--- config.mk ---
export PLATFORM = sky130hd
export DESIGN_NAME = fetch_controller
export DESIGN_NICKNAME = d
export VERILOG_FILES = /design/src/rtl/fetch_pkg.sv /design/src/rtl/fetch_fifo.sv /design/src/rtl/fetch_controller.sv
export SDC_FILE = /design/constraint.sdc
export NUM_CORES = 1
export LEC_CHECK = 0
export BUFFER_PORTS_ARGS = -buffer_cell sky130_fd_sc_hd__buf_2
export CAP_MARGIN = 20
export CORE_UTILIZATION = 35
export CTS_CLUSTER_SIZE = 14
export DETAILED_ROUTE_END_ITERATION = 8
export PLACE_DENSITY = 0.61
export RECOVER_POWER = 25
export SYNTH_ARGS = -nofsm -noshare
export SYNTH_HDL_FRONTEND = slang
export SYNTH_HIERARCHICAL = 1
export SYNTH_SLANG_ARGS = --single-unit
export TNS_END_PERCENT = 10
--- constraint.sdc ---
create_clock -name clk -period 11.2 [get_ports clk]
set_input_delay 0.56 -clock clk [delete_from_list [all_inputs] [get_ports clk]]
set_output_delay 0.56 -clock clk [all_outputs]
set_load 0.1 [all_outputs]
--- src/rtl/fetch_pkg.sv ---
// rtl/fetch_pkg.sv - shared widths, FSM states and buffer entry type for the fetch controller
package fetch_pkg;

   localparam int ADDR_W  = 64;
   localparam int INSTR_W = 32;
   localparam int ENTRY_W = INSTR_W + ADDR_W;

   typedef enum logic [1:0] {
      IDLE  = 2'd0,
      FETCH = 2'd1,
      DEBUG = 2'd2,
      HALT  = 2'd3
   } fetch_state_t;

   typedef struct packed {
      logic [INSTR_W-1:0] instr;
      logic [ADDR_W-1:0]  pc;
   } fetch_entry_t;

endpackage

--- src/rtl/fetch_fifo.sv ---
// rtl/fetch_fifo.sv - fetched-instruction buffer with flush; flush beats push and pop
module fetch_fifo
   import fetch_pkg::*;
#(
   parameter int DEPTH = 2
) (
   input  logic               clk,
   input  logic               i_rst_n,
   input  logic               i_push,
   input  logic [ENTRY_W-1:0] i_data,
   input  logic               i_pop,
   input  logic               i_flush,
   output logic               o_full,
   output logic               o_empty,
   output logic [ENTRY_W-1:0] o_head
);

   localparam int PTR_W = (DEPTH > 1) ? $clog2(DEPTH) : 1;
   localparam int CNT_W = $clog2(DEPTH + 1);

   logic [ENTRY_W-1:0] r_mem [DEPTH];
   logic [PTR_W-1:0]   r_wr_ptr;
   logic [PTR_W-1:0]   r_rd_ptr;
   logic [CNT_W-1:0]   r_count;
   logic               w_do_push;
   logic               w_do_pop;

   function automatic logic [PTR_W-1:0] ptr_inc(input logic [PTR_W-1:0] p);
      return (p == PTR_W'(DEPTH - 1)) ? '0 : p + 1'b1;
   endfunction

   assign o_full    = (r_count == CNT_W'(DEPTH));
   assign o_empty   = (r_count == '0);
   assign w_do_push = i_push && !o_full;
   assign w_do_pop  = i_pop && !o_empty;
   assign o_head    = r_mem[r_rd_ptr];

   always_ff @(posedge clk or negedge i_rst_n) begin
      if (!i_rst_n) begin
         r_wr_ptr <= '0;
         r_rd_ptr <= '0;
         r_count  <= '0;
      end else if (i_flush) begin
         r_wr_ptr <= '0;
         r_rd_ptr <= '0;
         r_count  <= '0;
      end else begin
         if (w_do_push) r_wr_ptr <= ptr_inc(r_wr_ptr);
         if (w_do_pop)  r_rd_ptr <= ptr_inc(r_rd_ptr);
         case ({w_do_push, w_do_pop})
            2'b10:   r_count <= r_count + 1'b1;
            2'b01:   r_count <= r_count - 1'b1;
            default: r_count <= r_count;
         endcase
      end
   end

   // Storage carries no reset; the pointers alone define what is valid.
   always_ff @(posedge clk) begin
      if (w_do_push && !i_flush) r_mem[r_wr_ptr] <= i_data;
   end

endmodule

--- src/rtl/fetch_controller.sv ---
// rtl/fetch_controller.sv - instruction fetch FSM with debug port arbitration; FETCH_BOUNDS_CHECK_EN enables out-of-range halt
module fetch_controller
   import fetch_pkg::*;
#(
   parameter int          MEM_SIZE   = 16,
   parameter logic [63:0] RESET_PC   = 64'h0,
   parameter int          FIFO_DEPTH = 2
) (
   input  logic        clk,
   input  logic        reset,
   output logic [63:0] imem_adr,
   input  logic [31:0] imem_instr,
   input  logic        redirect_valid,
   input  logic [63:0] redirect_pc,
   output logic        instr_valid,
   input  logic        instr_ready,
   output logic [31:0] instr_out,
   output logic [63:0] instr_pc,
   input  logic        dbg_req,
   input  logic [63:0] dbg_adr,
   output logic        dbg_gnt,
   output logic        dbg_rvalid,
   output logic [31:0] dbg_rdata,
   output logic        fetch_fault
);

   localparam logic [ADDR_W-1:0] MEM_BYTES = ADDR_W'(MEM_SIZE * 4);

   fetch_state_t r_state;
   fetch_state_t w_state_nxt;
   logic [ADDR_W-1:0]  r_pc;
   logic [ADDR_W-1:0]  w_pc_nxt;
   logic [ADDR_W-1:0]  w_pc_plus4;
   logic [ADDR_W-1:0]  w_pc_inc;
   logic [ADDR_W-1:0]  w_redirect_pc;
   logic               w_oob;
   logic               w_push;
   logic               w_full;
   logic               w_empty;
   logic               r_dbg_rvalid;
   logic [INSTR_W-1:0] r_dbg_rdata;
   fetch_entry_t       w_entry_in;
   fetch_entry_t       w_head;

   assign w_pc_plus4    = r_pc + 64'd4;
   assign w_redirect_pc = redirect_pc & ~64'h3;

`ifdef FETCH_BOUNDS_CHECK_EN
   logic r_fault;

   assign w_oob    = (r_pc >= MEM_BYTES);
   assign w_pc_inc = w_pc_plus4;

   // Sticky until a redirect, which is also the only way out of HALT.
   always_ff @(posedge clk or negedge reset) begin
      if (!reset)
         r_fault <= 1'b0;
      else if (redirect_valid)
         r_fault <= 1'b0;
      else if (r_state == FETCH && !w_full && w_oob)
         r_fault <= 1'b1;
   end

   assign fetch_fault = r_fault;
`else
   assign w_oob       = 1'b0;
   assign w_pc_inc    = (w_pc_plus4 >= MEM_BYTES) ? '0 : w_pc_plus4;
   assign fetch_fault = 1'b0;
`endif

   always_comb begin
      w_state_nxt = r_state;
      w_pc_nxt    = r_pc;
      w_push      = 1'b0;
      case (r_state)
         IDLE: w_state_nxt = dbg_req ? DEBUG : FETCH;
         FETCH: begin
            if (!w_full && w_oob) begin
               w_state_nxt = HALT;
            end else begin
               if (!w_full) begin
                  w_push   = 1'b1;
                  w_pc_nxt = w_pc_inc;
               end
               // Debug takes the next cycle; the fetch in this cycle still completes.
               if (dbg_req) w_state_nxt = DEBUG;
            end
         end
         DEBUG:   w_state_nxt = FETCH;
         HALT:    w_state_nxt = HALT;
         default: w_state_nxt = IDLE;
      endcase
      if (redirect_valid) begin
         w_push   = 1'b0;
         w_pc_nxt = w_redirect_pc;
         if (r_state == HALT) w_state_nxt = FETCH;
      end
   end

   always_ff @(posedge clk or negedge reset) begin
      if (!reset) begin
         r_state <= IDLE;
         r_pc    <= RESET_PC;
      end else begin
         r_state <= w_state_nxt;
         r_pc    <= w_pc_nxt;
      end
   end

   always_ff @(posedge clk or negedge reset) begin
      if (!reset) begin
         r_dbg_rvalid <= 1'b0;
         r_dbg_rdata  <= '0;
      end else begin
         r_dbg_rvalid <= (r_state == DEBUG);
         if (r_state == DEBUG) r_dbg_rdata <= imem_instr;
      end
   end

   assign imem_adr   = (r_state == DEBUG) ? dbg_adr : r_pc;
   assign dbg_gnt    = (r_state == DEBUG);
   assign dbg_rvalid = r_dbg_rvalid;
   assign dbg_rdata  = r_dbg_rdata;
   assign w_entry_in = '{instr: imem_instr, pc: r_pc};

   fetch_fifo #(
      .DEPTH (FIFO_DEPTH)
   ) u_fifo (
      .clk     (clk),
      .i_rst_n (reset),
      .i_push  (w_push),
      .i_data  (w_entry_in),
      .i_pop   (instr_ready && !w_empty),
      .i_flush (redirect_valid),
      .o_full  (w_full),
      .o_empty (w_empty),
      .o_head  (w_head)
   );

   assign instr_valid = !w_empty;
   assign instr_out   = w_head.instr;
   assign instr_pc    = w_head.pc;

endmodule

Word level (Yosys, flattened, before mapping)
Memory sizes are Yosys's and may differ from the RTL's.
Index checks and enable logic that the tools add are counted.
{"block": "totals", "ff_bits": 103, "ram_bits": 192, "in_bits": 165, "out_inout_bits": 196, "word_cells": 58, "n_memories": 1}
{"memory": "u_fifo.r_mem", "words": 2, "word_bits": 96, "read_ports": 1, "rd_ports_with_merged_regs": 0, "wr": 1, "line": "fetch_fifo.sv:21", "rtl": "logic [ENTRY_W-1:0] r_mem [DEPTH];"}
{"block": "op_classes", "n_addsub": 5, "n_lt_le_gt_ge": 1, "eq_ne": 7, "muxes": 23, "n_reduce_logical": 14}
{"operator": "$mux 64", "count": 5}
{"operator": "$add 64x3->64 const B", "count": 1}
{"operator": "$ge 64x7->1 const B", "count": 1}
{"operator": "$mux 1", "count": 11}
{"operator": "$mux 2", "count": 5}
{"operator": "$eq 2x2->1 const B", "count": 4}
{"operator": "$pmux 2 s4", "count": 1}
{"operator": "$reduce_bool 2->1", "count": 3}
{"operator": "$eq 2x1->1 const B", "count": 2}
{"operator": "$logic_and 1x1->1", "count": 4}
{"operator": "$logic_not 2->1", "count": 2}
{"operator": "$pmux 2 s2", "count": 1}
{"operator": "$logic_not 1->1", "count": 3}
{"operator": "$reduce_bool 3->1", "count": 1}
{"operator": "$add 1x1->1 const B", "count": 2}
{"operator": "$add 2x1->2 const B", "count": 1}
{"operator": "$ne 2x2->1 const B", "count": 1}
{"operator": "$reduce_and 2->1", "count": 1}
{"operator": "$sub 2x1->2 const B", "count": 1}

Logic depth before layout (Yosys ltp)
{"block": "depth", "depth_word": 8, "mapped_depth": 11, "ltp_nobuf": 10}

By module
Netlist, hierarchy kept.
{"mod": "fetch_fifo", "n_inst": 1, "cells_per_inst": 324, "area_each_um2": 7140.6, "seq_area_each_um2": 5865.6}
{"mod": "fetch_controller", "n_inst": 1, "cells_per_inst": 613, "area_each_um2": 6167.2, "seq_area_each_um2": 2427.3}

Worst setup path before layout
Ideal clock, no wire load.
{"block": "synth_timing", "path_kind": "reg-to-reg", "start": "register u_fifo.r_count[1]", "end": "memory u_fifo/r_mem[1][0] in the netlist's numbering, enable pin", "setup_time_ns": 0.688, "arrival_time_ns": 8.168, "required_time_ns": 10.512, "setup_slack_ns": 2.344, "stages_incl_launch_ff": 7, "path_buffers": 0, "period_less_slack_ns": 8.856, "cell_sequence": "dfrtp_1 nor2b_1 nor2_1 nand2_1 nor2_1 nand2b_1 nor3b_1"}
{"block": "synth_via", "elab_chain_len": 8, "word_cells_on_any_way": 9, "classes_between": "eq/ne: 1; mux: 5; reduce/logical: 3"}
{"element": "start: declaration", "line": "fetch_fifo.sv:24", "rtl": "logic [CNT_W-1:0] r_count;"}
{"element": "start signal: assignment", "line": "fetch_fifo.sv:51", "rtl": "2'b10: r_count <= r_count + 1'b1;"}
{"element": "start signal: assignment", "line": "fetch_fifo.sv:52", "rtl": "2'b01: r_count <= r_count - 1'b1;"}
{"element": "start signal: assignment", "line": "fetch_fifo.sv:53", "rtl": "default: r_count <= r_count;"}
{"element": "$eq 2x2->1", "line": "fetch_fifo.sv:32", "rtl": "assign o_full = (r_count == CNT_W'(DEPTH));"}
{"element": "net w_full", "line": "fetch_controller.sv:38", "rtl": "logic w_full;"}
{"element": "$mux 1", "line": "fetch_controller.sv:81", "rtl": "if (!w_full) begin"}
{"element": "$mux 1", "line": "fetch_controller.sv:75", "rtl": "case (r_state)"}
{"element": "$mux 1", "line": "fetch_controller.sv:93", "rtl": "if (redirect_valid) begin"}
{"element": "net w_push", "line": "fetch_controller.sv:37", "rtl": "logic w_push;"}
{"element": "$logic_and 1x1->1", "line": "fetch_fifo.sv:34", "rtl": "assign w_do_push = i_push && !o_full;"}
{"element": "$logic_and 1x1->1", "line": "fetch_fifo.sv:60", "rtl": "if (w_do_push && !i_flush) r_mem[r_wr_ptr] <= i_data;"}
{"element": "$mux 1", "line": "fetch_fifo.sv:60"}
{"element": "$mux 1 (implied by the code)", "line": "fetch_fifo.sv:60"}
{"element": "end: declaration", "line": "fetch_fifo.sv:21"}
The timed path passes the listed nets, and every way through them passes these cells.

Worst setup path after layout
{"block": "layout_timing", "start": "register r_pc[3]", "end": "register r_pc[5]"}
{"block": "layout_via", "elab_chain_len": 6}
{"element": "start: declaration", "line": "fetch_controller.sv:31", "rtl": "logic [ADDR_W-1:0] r_pc;"}
{"element": "start signal: assignment", "line": "fetch_controller.sv:106", "rtl": "r_pc <= w_pc_nxt;"}
{"element": "$add 64x3->64 (*)", "line": "fetch_controller.sv:45", "rtl": "assign w_pc_plus4 = r_pc + 64'd4;"}
{"element": "$ge 64x7->1", "line": "fetch_controller.sv:67", "rtl": "assign w_pc_inc = (w_pc_plus4 >= MEM_BYTES) ? '0 : w_pc_plus4;"}
{"element": "$mux 64 (*)", "line": "fetch_controller.sv:67"}
{"element": "$mux 64 (*)", "line": "fetch_controller.sv:81"}
{"element": "$mux 64 (*)", "line": "fetch_controller.sv:75"}
{"element": "$mux 64 (*)", "line": "fetch_controller.sv:93"}
Every way passes the cells marked *; elsewhere a longest branch is shown, timed or not. The select of a mux whose other input is x is not followed.
A chain may end at the register's enable or synchronous reset.

==> results.yml <==
outcome:
  outcome: "finished, violations left"
  violations: "capacitance limit, slew limit"
synth:
  ys_top_cells_by_area: "edfxtp_1 43%, dfrtp_1 19%, mux2_1 8.1%"
  async_flop_share_pct: 34.5
  synth_top_area_share_pct: 43.3
  synth.most_common_cell: "edfxtp_1"
  synth_area_um2: 13300
  yosysSeqAreaShare_pct: 62.3
  ys_types: 73
  postSynthCellCount: 937
  synth_edf_count: 192
  ys_warn_count: 6
  yosys.area.top_type: "edfxtp_1"
  synthFlopType: "edfxtp_1"
  synth_seq_cells: 293
  syn_area_per_cell_um2: 14.2
  synth_top_cells_by_count: "192 x edfxtp_1, 101 x dfrtp_1, 96 x mux2_1"
clocking:
  ctsHoldBuffers: 0
  clkLatencyLatePin_ns: 0.56
  cts_buffers: 31
  cts_root_buf: "clkbuf_16"
  post_cts_buffers: 0
  cts-resized-gates: 0
  clock-sinks: 293
  clk_pin_slew_ns: 0.06
  htreeDepth: 1
  cts_buffer_depth: 3
  cts_tree: "built"
pwr:
  totalPowerFinal_mw: 3.48
  ir_worst_vdd_mv: 0.145
  power_density_nw_per_um2: 210
  p_leak_nw: 6.45
floorplanning:
  fp.dieH_um: 197
  num_rows: 71
  dieWidth_um: 197
  die_area_um2: 38800
  coreArea_um2: 37600
  initial_core_util_pct: 35.4
  boundaryPins: 361
sta:
  worst_pin_slew_ns: 3.45
  grt_setup_unrepaired: "false"
  fin_skew_ns: 0.0160
  finalHoldViolCount: 0
  setup_viol: 0
  setup-tns-final_ns: 0
  period_minus_slack_ns: 4.03
  fin_ws_ns: 7.17
  max_freq_ghz: 0.248
  slew_violations: 58
  relSlewSlack_pct: -130
  period_share_pct: 36.0
critical_path:
  crit_fanout: 9
  critical_path_required_ns: 11.69
  crit_path_start_kind: "flop"
  r2r_slack_ns: 7.17
  cp-end-kind: "flop"
  crit_arrival_ns: 4.52
  criticalPathCategory: "flop to flop"
final_layout:
  nets: 1444
  final_cell_area_um2: 16600
  syn_to_final_growth_pct: 24.5
  drive_above_1_share_pct: 38.0
placed_design:
  placed_cell_area_um2: 15600
  detailedPlace.worstSlack_ns: 7.24
  hpwlAfterDp_mm: 24.9
  gp_congestion: 0.853
  numPortBuffers: 357
drt:
  wl_per_cell_um: 19.7
  drt_wl_total_mm: 35.7
  drc_errors: 0
  ant_nets: 0
  drtIter0Drc: 586
  vias: 9428
  dr.pass1.iters: 5
  routed_via_density: 5.19
grt:
  grt_pass1_vias: 9092
  grt_max_degree: 72
  antenna_found_initial: 3
  overflow: 0
  grt.total_usage_pct: 17.8
  grt_first_pass_wirelength_mm: 53.0
worst_hold_path:
  hold_class: "primary input to flop"
run:
  drv_cap: 1
cell type report:
type                    count  area [um^2]
multi-input cells         579         4740
clock inverters            15          158
diodes                      2         5.00
repair buffers            366         1820
inverters                   7         26.3
clock buffers              42          887
well taps                 511          639
flip-flops and latches    293         8300
fillers                  3506        21000
metrics by stage:
stage	utilization, %	hold slack, ns	cells
4_1_cts	44.2	0.101	1813
3_3_place_gp	41.4	0.484	1756
6_report	44.1	0.183	1815
2_1_floorplan	-	0.264	941
5_1_grt	44.1	0.189	1814
3_5_place_dp	41.4	0.491	1756
per-layer routing:
| metal | wire [um] | share of wire [%] | up-vias | global-route usage (%) |
|---|---|---|---|---|
| li1 | - | - | 4345 | - |
| met1 | 15300 | 43 | 4664 | 22.7 |
| met2 | 17300 | 48 | 364 | 30.7 |
| met3 | 2490 | 7.0 | 51 | 3.61 |
| met4 | 639 | 1.8 | 4 | 4.62 |
| met5 | 21 | 0.059 | - | 0 |
placed cells by master, fill, tap and decap left out, types with 4 or more instances in the layout:
cell type	synthesis	final
clkbuf_1	33	37
nand3_1	32	32
nand4_1	37	37
and4_1	11	11
nand2_1	32	32
or4_1	8	8
clkbuf_16	0	31
mux2_1	96	96
nor3_1	12	11
xnor2_1	10	10
nor2_1	29	29
and3_1	10	10
inv_1	6	6
o31ai_1	4	4
conb_1	1	5
dfrtp_1	101	100
o2111ai_1	4	4
o21ai_0	13	13
buf_4	2	10
xor2_1	10	10
clkbuf_8	0	7
a21oi_1	9	8
clkinv_2	0	5
and2_1	9	9
or2_2	4	4
a22oi_1	4	4
nor4_1	16	16
a22o_1	58	58
a211oi_1	6	6
buf_2	20	323
edfxtp_1	192	192
nor2b_1	9	8
mux2_2	90	90
final timing paths:
check / from / end / cells past startpoint
setup / recovery: r_pc[3] / r_pc[5] / 10
hold / removal: dbg_req / r_state[0] / 2
setup reg to reg: r_pc[3] / r_pc[5] / 10
hold reg to reg: dbg_rdata[3] / dbg_rdata[3] / 1
max in group asynchronous: reset / u_fifo/r_rd_ptr / 1
min in group asynchronous: reset / dbg_rdata[27] / 1
registers in the layout (all words and copies together) (netlist names):
register / cells
u_fifo/r_mem: 192
r_state: 2
r_pc: 62
dbg_rvalid: 1
u_fifo/r_count: 2
dbg_rdata: 32
u_fifo/r_rd_ptr: 1
u_fifo/r_wr_ptr: 1
worst max-delay path, cell delays in order (launching register included):
cell and delay (ns):
dfrtp_1 0.54, ha_1 0.35, and3_1 0.25, nand3_1 0.29
nor4_1 0.76, xnor2_1 0.22, or4b_1 0.46, or4b_1 0.53
nor4_2 0.33, o211ai_1 0.14, nand2_1 0.08
logic make-up after synthesis:
| kind of cell | count (synthesis) | synth area share, % |
|---|---|---|
| multiplexers | 189 | 16.0 |
| adder cells (fa/ha/maj) | 1 | 0.0940 |
| flip-flops | 293 | 62.3 |
| AO/OA/AOI/OAI | 128 | 7.53 |
| AND/OR/NAND/NOR | 236 | 10.3 |
| XOR/XNOR | 20 | 1.32 |
| buffers and inverters | 69 | 2.43 |
| other | 1 | 0.0282 |
report_power, final:
part | switching [mW] | internal [mW] | total [mW]
registers | 0.0968 | 1.26 | 1.35
logic | 0.892 | 0.201 | 1.09
clock network | 0.412 | 0.620 | 1.03
No activity file was read; power rests on OpenSTA's default activity.
